$ cat src/rtl/fetch_unit.sv
// Instruction fetch unit: holds the program counter, drives the instruction ROM
// address and sequences IDLE -> RUN -> HALTED under start/halt/jump/branch control.
module fetch_unit #(
  parameter int unsigned pc_width    = 10,
  parameter int unsigned instr_width = 9
) (
  input  logic                   clk,
  input  logic                   reset,
  input  logic                   start,
  input  logic [pc_width-1:0]    start_addr,
  input  logic                   halt,
  input  logic                   jump,
  input  logic [pc_width-1:0]    jump_target,
  input  logic                   branch_taken,
  input  logic [7:0]             branch_offset,
  input  logic [instr_width-1:0] instr_rdata,
  output logic [pc_width-1:0]    instr_addr,
  output logic [instr_width-1:0] instruction,
  output logic                   instr_valid,
  output logic                   done,
  output logic [15:0]            cycle_count
);

  // HALT encoding (opcode 111, subop 11): the decoder issues no writes for it.
  localparam logic [instr_width-1:0] HaltInstr = instr_width'(9'h1C3);

  // Branch arithmetic width: wide enough for both the PC and the 8-bit offset.
  localparam int unsigned ExtWidth = (pc_width > 8) ? pc_width : 8;

  typedef enum logic [1:0] {StIdle, StRun, StHalted} state_e;

  state_e              state_q, state_d;
  logic [pc_width-1:0] pc_q, pc_d;
  logic [15:0]         cnt_q, cnt_d;

  logic [ExtWidth-1:0] offset_ext;
  logic [ExtWidth-1:0] branch_sum;
  logic [pc_width-1:0] branch_pc;
  logic                launch;

  // Sign-extend the offset and add modulo 2^pc_width.
  assign offset_ext = ExtWidth'(signed'(branch_offset));
  assign branch_sum = ExtWidth'(pc_q) + offset_ext;
  assign branch_pc  = branch_sum[pc_width-1:0];

  // A start is honoured only from IDLE or HALTED.
  assign launch = start && (state_q != StRun);

  // State register with synchronous reset.
  always_ff @(posedge clk) begin
    if (reset) begin
      state_q <= StIdle;
    end else begin
      state_q <= state_d;
    end
  end

  // Next-state logic.
  always_comb begin
    state_d = state_q;
    unique case (state_q)
      StIdle:   if (start) state_d = StRun;
      StRun:    if (halt)  state_d = StHalted;
      StHalted: if (start) state_d = StRun;
      default:  state_d = StIdle;
    endcase
  end

  // Output decode from the registered state.
  always_comb begin
    instr_valid = 1'b0;
    done        = 1'b0;
    instruction = HaltInstr;
    unique case (state_q)
      StRun: begin
        instr_valid = 1'b1;
        instruction = instr_rdata;
      end
      StHalted: done = 1'b1;
      default: ;
    endcase
  end

  // Next PC: start load, else in RUN priority halt > jump > branch > increment.
  always_comb begin
    pc_d = pc_q;
    if (launch) begin
      pc_d = start_addr;
    end else if (state_q == StRun) begin
      if (halt) begin
        pc_d = pc_q;
      end else if (jump) begin
        pc_d = jump_target;
      end else if (branch_taken) begin
        pc_d = branch_pc;
      end else begin
        pc_d = pc_q + 1'b1;
      end
    end
  end

  // Next cycle count: cleared on start, saturating increment on every RUN cycle.
  always_comb begin
    cnt_d = cnt_q;
    if (launch) begin
      cnt_d = '0;
    end else if (state_q == StRun && cnt_q != 16'hFFFF) begin
      cnt_d = cnt_q + 16'd1;
    end
  end

  // PC and cycle counter registers with synchronous reset.
  always_ff @(posedge clk) begin
    if (reset) begin
      pc_q  <= '0;
      cnt_q <= '0;
    end else begin
      pc_q  <= pc_d;
      cnt_q <= cnt_d;
    end
  end

  assign instr_addr  = pc_q;
  assign cycle_count = cnt_q;

endmodule

$ cat config.mk
export PLATFORM = sky130hd
export DESIGN_NAME = fetch_unit
export DESIGN_NICKNAME = d
export VERILOG_FILES = /design/src/rtl/fetch_unit.sv
export SDC_FILE = /design/constraint.sdc
export NUM_CORES = 1
export LEC_CHECK = 0
export CORE_ASPECT_RATIO = 0.5
export CORE_MARGIN = 1.5
export CORE_UTILIZATION = 38
export DETAILED_ROUTE_END_ITERATION = 16
export PLACE_DENSITY = 0.81
export SLEW_MARGIN = 20
export SYNTH_ARGS = -nofsm -noshare
export SYNTH_HDL_FRONTEND = slang
export SYNTH_SLANG_ARGS = --single-unit
$ cat constraint.sdc
create_clock -name clk -period 2.4 [get_ports clk]
set_input_delay 0.24 -clock clk [delete_from_list [all_inputs] [get_ports clk]]
set_output_delay 0.24 -clock clk [all_outputs]
set_load 0.005 [all_outputs]
# ---- Yosys cells after proc, flatten, opt, wreduce, memory -nomap -nowiden
# Cells that the tools add are included.
dict set report totals {
  output_inout_bits 37
  reg_bits 28
}
dict set report op_classes {
  reduce_logical 8
  addsub 3
  n_mux 11
  eq_ne 7
}
# op count
set ops {}
lappend ops {{$mux W10} 5}
lappend ops {{$add A16 B1 Y16 const B} 1}
lappend ops {{$ne A16 B16 Y1 const B} 1}
lappend ops {{$add A10 B1 Y10 const B} 1}
lappend ops {{$add A10 B10 Y10} 1}
lappend ops {{$mux W9} 1}
lappend ops {{$ne A2 B1 Y1 const B} 3}
lappend ops {{$mux W2} 2}
lappend ops {{$pmux W2 S2} 1}
lappend ops {{$reduce_and A2 Y1} 2}
lappend ops {{$reduce_or A2 Y1} 2}
lappend ops {{$eq A2 B1 Y1 const B} 1}
lappend ops {{$eq A2 B2 Y1 const B} 1}
lappend ops {{$logic_and A1 B1 Y1} 2}
lappend ops {{$logic_not A2 Y1} 1}
lappend ops {{$mux W1} 2}
lappend ops {{$ne A2 B2 Y1 const B} 1}
lappend ops {{$reduce_bool A2 Y1} 1}

# ---- Depth between registers and ports, before layout
# Gate-level depths: netlist (run 1).
dict set report logic_depth {
  word_depth 6
  mapped_depth 9
}

# ---- Worst setup path before layout (run 1)
# No wires, ideal clock.
dict set report synth_timing {
  path_type {input to register}
  startpoint {input branch_offset[4]}
  endpoint {register pc_q[9], in the netlist instr_addr[9]}
  path_slack_ns 0.444
  stages 8
  required_time_ns 2.297
  arrival_time_ns 1.853
  cell_sequence {and2_1 ha_1 and3_1 a22oi_1 o311ai_1 xnor2_1 mux2i_1 a2111oi_2}
}
dict set report synth_via {
  elab_chain_cells 6
}
# element line
set synth_lines {}
lappend synth_lines {{start, declared} 15} ;# input logic [7:0] branch_offset,
lappend synth_lines {{$add A10 B10 Y10} 43} ;# assign branch_sum = ExtWidth'(pc_q) + offset_ext;
lappend synth_lines {{$mux W10} 94} ;# end else if (branch_taken) begin
lappend synth_lines {{$mux W10} 92} ;# end else if (jump) begin
lappend synth_lines {{$mux W10} 90} ;# if (halt) begin
lappend synth_lines {{$mux W10} 89} ;# end else if (state_q == StRun) begin
lappend synth_lines {{$mux W10} 87} ;# if (launch) begin
lappend synth_lines {{end signal, assigned} 118} ;# pc_q <= pc_d;
lappend synth_lines {{end, declared} 33} ;# logic [pc_width-1:0] pc_q, pc_d;
# No other way between the ends. The select of a mux whose other input is x is not followed.
# A chain may end at the register's enable or synchronous reset.

# ---- Final worst setup path (run 1)
dict set report layout_timing {
  startpoint {input branch_offset[0]}
  endpoint {register pc_q[8], in the netlist instr_addr[8]}
}
# The elaborated chain is that of the path after synthesis.

==> key figures, run 1 <==
Pwr
  – Power consumption: 1.238 mW
  – Worst vdd ir: 0.3468 mV
  – Static Leak: 1.141 nW
  – PwrDens: 429.8 mW/mm^2

Die
  – Cell Rows: 17
  – Core area: 0.004509 mm^2
  – Ports: 80
  – Die width: 100.9 um
  – Initial Utilization: 40.40%
  – Die area: 0.005244 mm^2
  – Die Height: 51.96 um

Global routing
  – Vias in the first global route: 1898
  – Gr ovfl total: 0
  – Initial antenna violation count: 0
  – Overall Global Routing Usage: 21.08%
  – Largest net degree at the start of global routing: 20
  – First-pass GRT wire length: 8783 um

Yosys
  – Post-synthesis cell area: 0.001822 mm^2
  – Syn Inst Count: 234
  – Largest family of logic cells by synthesized area: simple AND/OR/NAND/NOR gates
  – Synth area leaders: dfxtp_1, ha_1, nand2_1
  – Multiplexer area fraction after synthesis: 1.648%
  – XOR/XNOR Fraction of Synth Area: 8.654%
  – Yosys top cell by area: dfxtp_1
  – Async SR Flop Fraction: 0%
  – Top-count cell post-synth: nand2_1
  – Syn avg cell area: 7.785 um^2
  – Synth Area in Compound Gates: 18.61%
  – Simple-Gate Fraction of Synth Area: 29.88%
  – Post-synth EDFFs: 0
  – Distinct cells, synth: 41
  – Synthesis-stage register bit count: 28
  – Synth top cells by count: nand2_1, dfxtp_1, nor2_1
  – Post-synthesis sequential area ratio: 30.77%
  – Top-area cell type share of the netlist area: 30.77%
  – Post-synthesis adder-cell area fraction: 7.967%
  – Yosys warning count: 0
  – Post-Syn Nets: 288
  – Top_reg_cell synth: dfxtp_1

Place
  – GPL Wtd Cong: 0.9292
  – Pre-CTS WS: -0.2784 ns
  – PortBufs: 79
  – HPWL after DPL: 4175 um
  – Cell area after placement: 0.002793 mm^2

Drt
  – Total Wirelength: 5418 um
  – Pre-antenna DRT Iters: 4
  – ANT nets after route: 0
  – # DRC: 0
  – Vias per inst: 5.135
  – Vias post-DR: 2013
  – DR iter-0 viols: 72
  – WL/cell: 13.82 um

Setup path
  – Delay-heaviest family, CP: compound AO/OA/AOI/OAI gates
  – Worst EP required: 2.58 ns
  – Critical Path Source Type: primary input
  – Buf+Inv Stages, Crit Path: 1
  – Worst path arrival time: 2.46 ns
  – Critical-path maximum fanout: 3
  – Crit-path max cell delay: 0.51 ns
  – Critical-path cell list: clkdlybuf4s50_1 -> nand2b_1 -> ha_1 -> fa_1 -> a21oi_1 -> o21ai_0 -> a21oi_2 -> or4b_1 -> a31oi_1 -> nor2_1
  – Crit-path slowest cell: or4b_1
  – WS Path Type: primary input to register
  – Crit end category: register

Clock network
  – Clock sink total: 28
  – # hold bufs at CTS: 0
  – Clock latency on the worst-skew pair: 0.28 ns
  – CTS tree: built
  – CTS Buf Count: 3
  – Cts repair resizes: 1
  – Worst-path clk slew: 0.10 ns
  – Clock tree buffer depth: 2
  – # Post-CTS Setup Buffers: 0
  – H-tree levels: 1
  – Root Driver: clkbuf_8

STA
  – Unrepaired setup endpoints after global routing: false
  – Relative slew slack: 59.54%
  – Clock Skews: 0.005520 ns
  – # setup viols final: 0
  – Final Hold Viols: 0
  – Final WS setup: 0.1200 ns
  – Min Tclk post-route: 2.280 ns
  – Final Cycle Share: 95.00%
  – Slew @ Worst Pin: 0.6069 ns
  – Max Slew Vio Count: 0
  – Max Freq: 438.6 MHz

Worst hold path
  – HP Class: primary input to register

Cells and area
  – Fillers: 408
  – Layout cells sized above 1: 7.669%
  – Final nets: 381
  – Design Area, Final: 0.002880 mm^2
  – # diodes: 0
  – Syn-to-layout area delta: 58.10%

Outcome
  – Status: finished, final reports clean

Job
  – Max-cap check violation count: 0
worst min-delay path: cells and delay by family:
| kind | cells | cell delay [ns] |
|---|---|---|
| buf+inv | 1 | 0.40 |
| simple gates | 1 | 0.06 |
| compound gates | 1 | 0.05 |
logic make-up (layout without fill, tap and decap cells):
kind of cell / Yosys count / count (layout)
buffers and inverters: 12 / 104
XOR/XNOR: 18 / 18
AND/OR/NAND/NOR: 111 / 111
AO/OA/AOI/OAI: 51 / 51
multiplexers: 3 / 3
adder cells (fa/ha/maj): 11 / 11
flip-flops: 28 / 28
worst paths after layout:
kind / start / endpoint / slack, ns / cells past startpoint
hold reg to reg: cycle_count[12]$_SDFFE_PP0P_ / cycle_count[12]$_SDFFE_PP0P_ / 0.52 / 2
setup / recovery: branch_offset[0] / instr_addr[8]$_SDFFE_PP0P_ / 0.12 / 10
setup reg to reg: instr_addr[0]$_SDFFE_PP0P_ / instr_addr[8]$_SDFFE_PP0P_ / 0.22 / 8
hold / removal: start_addr[1] / instr_addr[1]$_SDFFE_PP0P_ / 0.51 / 3
cell type report:
class | count | area, um^2 | area share, %
clock buffers | 3 | 41.29 | 1.434
well taps | 66 | 82.58 | 2.867
inverters | 4 | 15.01 | 0.5213
repair buffers | 96 | 920.9 | 31.97
multi-input cells | 194 | 1230 | 42.70
flip-flops and latches | 28 | 560.5 | 19.46
clock inverters | 1 | 30.03 | 1.043
routing by layer:
metal | up-vias | track usage (%) | wire length (um)
met2 | 53 | 41.10 | 2768
li1 | 1017 | - | -
met4 | 0 | 2.546 | 16
met1 | 938 | 25.43 | 2435
met5 | - | 0 | 0
met3 | 5 | 3.360 | 197
power breakdown:
group          switching [mW]  internal (mW)
sequential             0.0178          0.482
clock                   0.156          0.224
combinational           0.152          0.207
state kept, by name (all words and copies together), names as in the netlist:
name and count:
cycle_count 16, instr_addr 10, state_q 2
stage by stage:
step / TNS (ns) / cells / util (%) / hold slack, ns
global route: 0 / 392 / 63.87 / 0.5048
finish: 0 / 392 / 63.87 / 0.5088
global placement: -0.8931 / 388 / 61.93 / 0.4971
floorplan: 0 / 234 / - / 0.3760
CTS: 0 / 392 / 63.68 / 0.5006
detailed placement: -1.388 / 388 / 61.93 / 0.5124
cell usage in the layout, fill, tap and decap left out, types with 3 or more instances in the layout:
master	n
clkbuf_8	3
nand3_1	9
ha_1	10
xnor2_1	6
nand2b_1	10
o21ai_0	7
nor4_1	3
and3_1	3
xor2_1	12
clkdlybuf4s50_1	78
nor2_1	28
dfxtp_1	28
nand4_1	6
a21oi_1	16
inv_1	4
and2_1	12
buf_4	17
a31oi_1	5
mux2i_1	3
nand2_1	30
a21o_1	4
Power figures use the tool's default switching activity.
==> run 2, diff against run 1 <==
Settings changed: CORE_UTILIZATION 38 to 40, CTS_CLUSTER_DIAMETER set to 40, PLACE_DENSITY 0.81 to 0.84.
==> key figures, run 2 (same netlist as run 1, synthesis figures left out) <==
STA
  – Relative slew slack: 51.31% (-8.2 points)
  – # setup viols final: 0 (unchanged)
  – Fin Hold WS: 0.5111 ns (+0.002298 ns)
  – Clock Skews: 0.001280 ns (-0.004240 ns)
  – Min Tclk post-route: 2.250 ns (-0.03046 ns)
  – Slew @ Worst Pin: 0.7277 ns (+0.1208 ns)
  – Final Hold Viols: 0 (unchanged)
  – Unrepaired setup endpoints after global routing: false
  – Max Slew Vio Count: 0 (unchanged)
  – Final WS setup: 0.1505 ns (+0.03046 ns)
  – Final Cycle Share: 93.73% (-1.3 points)
  – Max Freq: 444.5 MHz (+1.4%)

Pwr
  – PwrDens: 434.9 mW/mm^2 (+1.2%)
  – Switching share of total power: 26.46% (+0.18 points)
  – Internal: 911.2 uW (-0.15%)
  – Static Leak: 1.133 nW (-0.70%)
  – Worst vdd ir: 0.3293 mV (-5.1%)
  – Reg power frac: 40.5% (about the same)
  – Switching power: 327.8 uW (+0.78%)
  – Logic pwr share: 28.7% (-0.3 points)
  – Clock Power Share: 30.8% (+0.2 points)

Worst hold path
  – HP Class: primary input to register

Setup path
  – WS Path Type: primary input to register
  – Worst path arrival time: 2.43 ns (-0.03 ns)
  – Critical Path Source Type: primary input
  – Crit end category: register
  – Critical-path cell list: clkdlybuf4s50_1 -> and2_1 -> ha_1 -> and3_1 -> a22oi_1 -> o311ai_1 -> xnor2_1 -> mux2i_1 -> a2111oi_2
  – Crit-path max cell delay: 0.41 ns (-0.10 ns)
  – Worst EP required: 2.58 ns (about the same)
  – Critical-path maximum fanout: 4 (+1)
  – Crit-path slowest cell: clkdlybuf4s50_1

Die
  – Cell Rows: 17 (unchanged)
  – Die Height: 50.72 um (-2.4%)
  – Die width: 98.44 um (-2.5%)
  – Die area: 0.004993 mm^2 (-4.8%)
  – Initial Utilization: 41.58% (+1.2 points)
  – Ports: 80 (unchanged)
  – Core area: 0.004382 mm^2 (-2.8%)

Clock network
  – CTS tree: built
  – CTS Buf Count: 3 (unchanged)
  – Clock tree buffer depth: 2 (unchanged)
  – Root Driver: clkbuf_8
  – Clock sink total: 28 (unchanged)
  – H-tree levels: 1 (unchanged)
  – Worst-path clk slew: 0.10 ns (about the same)
  – Clock latency on the worst-skew pair: 0.28 ns (about the same)

Global routing
  – Met1 Usage GRT: 27.19% (+1.8 points)
  – First-pass GRT wire length: 9011 um (+2.6%)
  – Global routing usage on met3: 4.596% (+1.2 points)
  – GR peak layer: met2
  – Overall Global Routing Usage: 22.22% (+1.1 points)
  – M2 GR Usage: 40.30% (-0.81 points)
  – Initial antenna violation count: 0 (unchanged)
  – Largest net degree at the start of global routing: 17 (-15%)
  – Vias in the first global route: 1947 (+2.6%)
  – Gr ovfl total: 0 (unchanged)

Cells and area
  – Most frequent cells in the layout: clkdlybuf4s50_1, nand2_1, nor2_1, dfxtp_1, a21oi_1
  – Fillers: 364 (-11%)
  – Layout cells sized above 1: 6.462% (-1.2 points)
  – Max reg flops: 16 (unchanged)
  – Final nets: 380 (-0.26%)
  – Non-filler instance count after layout: 382 (-2.6%)
  – Commonest non-fill, non-tap cell in the layout: clkdlybuf4s50_1
  – Syn-to-layout area delta: 56.39%
  – Design Area, Final: 0.002849 mm^2 (-1.1%)
  – # diodes: 0 (unchanged)

Place
  – DP Cell Count: 378 (-2.6%)
  – HPWL after DPL: 4208 um (+0.80%)
  – Cell area after placement: 0.002774 mm^2 (-0.67%)
  – PortBufs: 79 (unchanged)
  – GPL Wtd Cong: 0.8031 (-14%)
  – Pre-CTS WS: -0.2442 ns (+0.03419 ns)

Drt
  – DR iter-0 viols: 90 (+25%)
  – Vias per inst: 5.385 (+4.9%)
  – Pre-antenna DRT Iters: 4 (unchanged)
  – Vias post-DR: 2057 (+2.2%)
  – # DRC: 0 (unchanged)
  – WL/cell: 14.11 um (+2.1%)
  – Total Wirelength: 5391 um (-0.50%)
  – ANT nets after route: 0 (unchanged)

Outcome
  – Status: finished, final reports clean

Job
  – Max-cap check violation count: 0 (unchanged)
[run 2: area by class of cell]
class                           instances  area (um^2)  share of cell area [%]
Multi-Input combinational cell        194         1217                   42.73
Timing Repair Buffer                   95        913.4                   32.06
Sequential cell                        28        560.5                   19.68
Tap cell                               57        71.32                   2.503
Clock buffer                            3        41.29                   1.449
Clock inverter                          1        30.03                   1.054
Inverter                                4        15.01                  0.5270
[run 2: power groups by stage]
| stage | Clock (mW) | Sequential, mW | Combinational (mW) |
|---|---|---|---|
| global route | 0.405 | 0.504 | 0.388 |
| CTS | 0.381 | 0.500 | 0.354 |
| global placement | 0 | 0.510 | 0.338 |
| detailed placement | 0 | 0.511 | 0.351 |
| finish | 0.381 | 0.501 | 0.356 |
| floorplan | 0 | 0.508 | 0.162 |
[run 2: final timing paths]
kind                                              startpoint                      endpoint  slack, ns  cells past startpoint
worst min-delay path                           start_addr[1]    instr_addr[1]$_SDFFE_PP0P_       0.51                      3
worst max register to register    instr_addr[0]$_SDFFE_PP0P_    instr_addr[4]$_SDFFE_PP0P_       0.31                      8
worst max-delay path                        branch_offset[3]    instr_addr[9]$_SDFFE_PP0P_       0.15                      9
worst min register to register  cycle_count[12]$_SDFFE_PP0P_  cycle_count[12]$_SDFFE_PP0P_       0.52                      2
[run 2: layer usage]
layer,wire length [um],up-vias
met5,0,-
met4,74,0
met3,255,12
met2,2724,69
met1,2338,962
li1,-,1014
[run 2: repair_timing]
action,in CTS,in global routing
buffers inserted,0,0
endpoints found under the setup margin,0,4
resized for setup,0,2
hold buffers,0,0
[run 2: metrics by stage]
step / total power [mW] / setup TNS (ns) / util (%)
floorplan: 0.6702 / 0 / -
global placement: 0.8482 / -0.6190 / 63.31
detailed placement: 0.8619 / -0.9927 / 63.31
CTS: 1.236 / 0 / 64.93
global route: 1.298 / 0 / 65.02
finish: 1.239 / 0 / 65.02
[run 2: worst max-delay path: cells and delay by family]
kind            cells  cell delay, ns
compound gates      3            0.75
xor+xnor            1            0.19
fa+ha+maj           1            0.35
buf+inv             1            0.41
mux                 1            0.13
simple gates        2            0.37
